File: src/rtl/alu_cmd_sequencer.sv
// Byte-serial command front end for the 7-bit combinational ALU.
// Takes a three-byte frame (header/op select, operand A, operand B) and
// registers the operands and op select for the ALU. It then captures the
// ALU result and flags and returns them as a two-byte response frame.
module alu_cmd_sequencer (
  input  logic       clk,
  input  logic       rst,
  // Command byte stream
  input  logic       in_valid,
  input  logic [7:0] in_data,
  output logic       in_ready,
  // Registered ALU inputs
  output logic [6:0] alu_a,
  output logic [6:0] alu_b,
  output logic [2:0] alu_opsel,
  // Combinational ALU outputs
  input  logic [6:0] alu_result,
  input  logic       alu_carry,
  input  logic       alu_overflow,
  input  logic       alu_zero,
  input  logic       alu_negative,
  // Response byte stream
  output logic       out_valid,
  output logic [7:0] out_data,
  input  logic       out_ready,
  // Status
  output logic       busy,
  output logic [7:0] err_count
);

  typedef enum logic [2:0] {
    StHdr,
    StA,
    StB,
    StExec,
    StRes,
    StFlg
  } state_e;

  state_e     state_q, state_d;
  logic [6:0] a_q, a_d;
  logic [6:0] b_q, b_d;
  logic [2:0] opsel_q, opsel_d;
  logic [6:0] result_q, result_d;
  logic [3:0] flags_q, flags_d;  // {N, Z, V, C}
  logic [7:0] err_q, err_d;

  logic in_xfer;
  logic out_xfer;
  logic hdr_ok;

  // Handshake qualifiers and header format decode
  always_comb begin
    in_ready  = (state_q == StHdr) || (state_q == StA) || (state_q == StB);
    out_valid = (state_q == StRes) || (state_q == StFlg);
    in_xfer   = in_valid && in_ready;
    out_xfer  = out_valid && out_ready;
    hdr_ok    = in_data[7] && (in_data[6:3] == 4'b0000);
  end

  // Next-state logic and register load enables
  always_comb begin
    state_d  = state_q;
    a_d      = a_q;
    b_d      = b_q;
    opsel_d  = opsel_q;
    result_d = result_q;
    flags_d  = flags_q;
    err_d    = err_q;
    unique case (state_q)
      StHdr: begin
        if (in_xfer) begin
          if (hdr_ok) begin
            opsel_d = in_data[2:0];
            state_d = StA;
          end else if (err_q != 8'hFF) begin
            // Malformed header is consumed and dropped; counter saturates
            err_d = err_q + 8'd1;
          end
        end
      end
      StA: begin
        if (in_xfer) begin
          a_d     = in_data[6:0];
          state_d = StB;
        end
      end
      StB: begin
        if (in_xfer) begin
          b_d     = in_data[6:0];
          state_d = StExec;
        end
      end
      StExec: begin
        // ALU inputs settled for a full cycle; capture its outputs
        result_d = alu_result;
        flags_d  = {alu_negative, alu_zero, alu_overflow, alu_carry};
        state_d  = StRes;
      end
      StRes: begin
        if (out_xfer) state_d = StFlg;
      end
      StFlg: begin
        if (out_xfer) state_d = StHdr;
      end
      default: state_d = StHdr;
    endcase
  end

  // State and datapath registers with synchronous reset
  always_ff @(posedge clk) begin
    if (rst) begin
      state_q  <= StHdr;
      a_q      <= 7'd0;
      b_q      <= 7'd0;
      opsel_q  <= 3'd0;
      result_q <= 7'd0;
      flags_q  <= 4'd0;
      err_q    <= 8'd0;
    end else begin
      state_q  <= state_d;
      a_q      <= a_d;
      b_q      <= b_d;
      opsel_q  <= opsel_d;
      result_q <= result_d;
      flags_q  <= flags_d;
      err_q    <= err_d;
    end
  end

  // Response byte mux; sources are registers, so data holds under backpressure
  always_comb begin
    out_data = 8'h00;
    unique case (state_q)
      StRes:   out_data = {1'b0, result_q};
      StFlg:   out_data = {4'b0000, flags_q};
      default: out_data = 8'h00;
    endcase
  end

  // Output assignments
  always_comb begin
    alu_a     = a_q;
    alu_b     = b_q;
    alu_opsel = opsel_q;
    busy      = (state_q != StHdr);
    err_count = err_q;
  end

endmodule

File: config.mk
export PLATFORM = sky130hd
export DESIGN_NAME = alu_cmd_sequencer
export DESIGN_NICKNAME = d
export VERILOG_FILES = /design/src/rtl/alu_cmd_sequencer.sv
export SDC_FILE = /design/constraint.sdc
export NUM_CORES = 1
export LEC_CHECK = 0
export BUFFER_PORTS_ARGS = -buffer_cell sky130_fd_sc_hd__buf_2
export CORE_MARGIN = 10
export CORE_UTILIZATION = 25
export CTS_BUF_LIST = sky130_fd_sc_hd__clkbuf_4 sky130_fd_sc_hd__clkbuf_8
export CTS_CLUSTER_DIAMETER = 50
export DETAILED_ROUTE_END_ITERATION = 16
export GPL_TIMING_DRIVEN = 1
export MAX_ROUTING_LAYER = met4
export PLACE_DENSITY = 0.57
export SETUP_SLACK_MARGIN = 0.1
export SYNTH_ARGS = -nofsm -noshare
export SYNTH_HDL_FRONTEND = slang
export SYNTH_SLANG_ARGS = --single-unit
export TNS_END_PERCENT = 30
File: constraint.sdc
create_clock -name clk -period 2 [get_ports clk]
set_input_delay 0.3 -clock clk [delete_from_list [all_inputs] [get_ports clk]]
set_output_delay 0.3 -clock clk [all_outputs]
set_load 0.005 [all_outputs]
==> impl_results.md <==
- Die area: 10600 sq um
- Slew HR: 0.658
- Cells on worst reg2reg path: 4
- Area Overhead vs Synth: 27.6%
- Std cell rows: 30
- Flop pwr share: 0.560
- Setup violators final: 0
- Worst hold path type: primary input to flip-flop
- Worst skew pair latency: 0.29 ns
- Largest net degree at the start of global routing: 26
- Min-delay src: alu_result[5]
- Synth top area share: 0.456
- CTS resizes: 0
- Setup Slack @ Placement: 0.127 ns
- Max frequency: 0.555 GHz
- FF+latch count, synth: 39
- Synth area leaders: dfxtp_1, mux2i_1, nor2_1, nand2_1, a21oi_1
- GP Congestion: 0.762
- Crit path cell chain: or4b_4, o21bai_4, or4_1, a21oi_1
- Status: finished, final reports clean
- TritonCTS clock tree: done
- Critical path endpoint category: flip-flop
- Final WS setup: 0.200 ns
- Syn nets: 219
- Routed Antenna Nets: 0
- Crit-path slowest cell: or4b_4
- Critical Path RT: 2.23 ns
- Die Span X: 103 um
- DR vias/cell: 4.57
- Met2 usage: 0.138
- Clock root buffer: clkbuf_8
- Antenna violations before repair: 0
- Max Root-Sink Buffers: 2
- Slew Limit Fails: 0
- Final worst-path cycle share: 0.900
- DR vias: 1531
- CTS clk-pin slew, worst paths: 0.08 ns
- Share of layout cells above drive strength 1: 0.314
- Synth warn: 0
- CP max stage delay: 0.53 ns
- Final Hold Fails: 0
- N_diodes: 0
- First DRT Iteration DRCs: 68
- First-pass GRT wire length: 7.30 mm
- Worst Hold Path Cells: 3
- NetSw: 342 uW
- Multi-input gate area: 852 sq um
- Logic gate share of total power: 0.058
- Worst Path Max Fanout: 11
- Busiest grt layer: met2
- Reg2Reg Capture Point: err_count[4]
- Sw frac: 0.243
- Seq. cell area: 781 sq um
- Ports: 59
- GR Util met1: 0.109
- Final #Nets: 278
- Critical path class: flip-flop to flip-flop
- Critical Path AT: 2.03 ns
- Synthesized cell area: 1710 sq um
- DRT Wirelength: 4.50 mm
- Met3 Use GR: 0.0288
- Hold Path End: result_q[5]
- MaxCap Viol Count: 0
- FF-to-FF setup slack: 0.20 ns
- Post-synthesis sequential area ratio: 0.456
- Clk pwr share: 0.382
- Worst r2r src: state_q[0]
- Total power: 1400 uW
- Slew @ Worst Pin: 0.511 ns
- Clock buffer count from CTS: 5
- Drt drc: 0
- HPWL after DPL: 3.37 mm
- Pleak: 0.000878 uW
- Port bufs: 57
- Post-Syn Instances: 195
- Initial core utilization: 0.255
- Vias in the first global route: 1510
- Final Skew: 0.00625 ns
- Crit path time final: 1.80 ns
- GRT Total Usage: 0.0905
- Drt pass-1 iters: 4
- Pwr/cell area: 643 nW/um^2
- Die Y: 103 um
- Cts hold-fix bufs: 0
- Max VDD drop: 314 uV
- CP Launch Type: flip-flop
- Distinct cells, synth: 37
- Total gr overflow: 0
- RSZ-0062 raised after global routing: no
- Final TNS setup: 0 ns
- Buffer count from post-CTS setup fixing: 0
- Synth area leader: dfxtp_1
- Depth of the CTS H-tree: 2
- Layout fillers: 710
- Placeable Area: 6720 sq um
- Clk sinks: 39
- Worst Hold Slack: 0.237 ns
- Syn Area/Cell: 8.77 sq um
- Routed WL per cell: 13.4 um
- Int Pwr: 1060 uW
[cells by family (layout without fill, tap and decap cells)]
group           count (synthesis)  in the layout  share of synthesized area
simple gates                   85             85                      0.237
mux                            23             23                      0.135
compound gates                 30             30                      0.113
other cells                     1              1                    0.00219
fa+ha+maj                       1              1                    0.00731
flops                          39             39                      0.456
buf+inv                        16             76                     0.0490
[placed cells by master (no fill, tap or decap), types with 5 or more instances in the layout]
master,synthesis,layout
a21oi_1,19,19
dfxtp_1,39,39
nor2_1,31,31
buf_2,1,57
nand2b_1,5,5
buf_4,2,9
mux2i_1,22,22
clkbuf_8,0,5
nand2_1,26,26
[power groups by stage]
stage / Clock, uW / Combinational (uW) / Sequential, uW
2_1_floorplan: 0 / 42.8 / 804
3_3_place_gp: 0 / 81.1 / 805
3_5_place_dp: 0 / 82.1 / 805
4_1_cts: 558 / 82.4 / 786
5_1_grt: 592 / 92.9 / 787
6_report: 536 / 81.8 / 786
[how the worst max path moves through the flow]
stage	startpoint	end
2_1_floorplan	state_q[0]	err_count[5]
3_3_place_gp	in_valid	err_count[4]
3_5_place_dp	in_valid	err_count[5]
4_1_cts	state_q[0]	err_count[5]
5_1_grt	state_q[0]	err_count[3]
6_report	state_q[0]	err_count[4]
[routing by layer]
layer | vias up | share of wire
met5 | - | 0
met4 | 0 | 0.0091
met3 | 4 | 0.046
met2 | 32 | 0.47
met1 | 710 | 0.47
li1 | 785 | -
[cell type report]
| type | instances | share of cell area |
|---|---|---|
| Clock buffer | 5 | 0.0315 |
| Clock inverter | 3 | 0.00917 |
| Inverter | 2 | 0.00344 |
| Multi-Input combinational cell | 140 | 0.390 |
| Sequential cell | 39 | 0.358 |
| Tap cell | 80 | 0.0459 |
| Timing Repair Buffer | 66 | 0.162 |
[registers in the layout, indices dropped and copies added (netlist names)]
register,count
alu_b,7
alu_a,7
alu_opsel,3
result_q,7
flags_q,4
err_count,8
state_q,3
[critical path: cells and delay by family (launching register included)]
| kind | cells | cell delay [ns] |
|---|---|---|
| simple gates | 2 | 1.04 |
| compound gates | 2 | 0.37 |
| flops | 1 | 0.32 |
[metrics by stage]
stage / util / cell area (sq um) / instances
floorplan: - / 1720 / 195
global placement: 0.310 / 2090 / 326
CTS: 0.324 / 2170 / 334
detailed placement: 0.310 / 2090 / 326
finish: 0.325 / 2180 / 335
global route: 0.325 / 2180 / 335
[Yosys cell counts]
master,count
dfxtp_1,39
nor2_1,31
nand2_1,26
mux2i_1,22
a21oi_1,19
clkbuf_1,7
nand2b_1,5
nand3_1,4
nor3b_1,4
or4_1,4
buf_1,2
buf_4,2
buf_6,2
inv_1,2
o31ai_1,2
o41ai_1,2
or3_1,2
a211oi_1,1
a311oi_1,1
and3_1,1
buf_2,1
conb_1,1
ha_1,1
mux2_2,1
nand3b_1,1
nand4_1,1
nor2b_1,1
nor3_1,1
nor4_1,1
o211ai_1,1
o21ai_0,1
o21ba_2,1
o21bai_1,1
o21bai_4,1
or2_2,1
or4b_1,1
or4b_4,1
No activity file was read; power rests on OpenSTA's default activity.
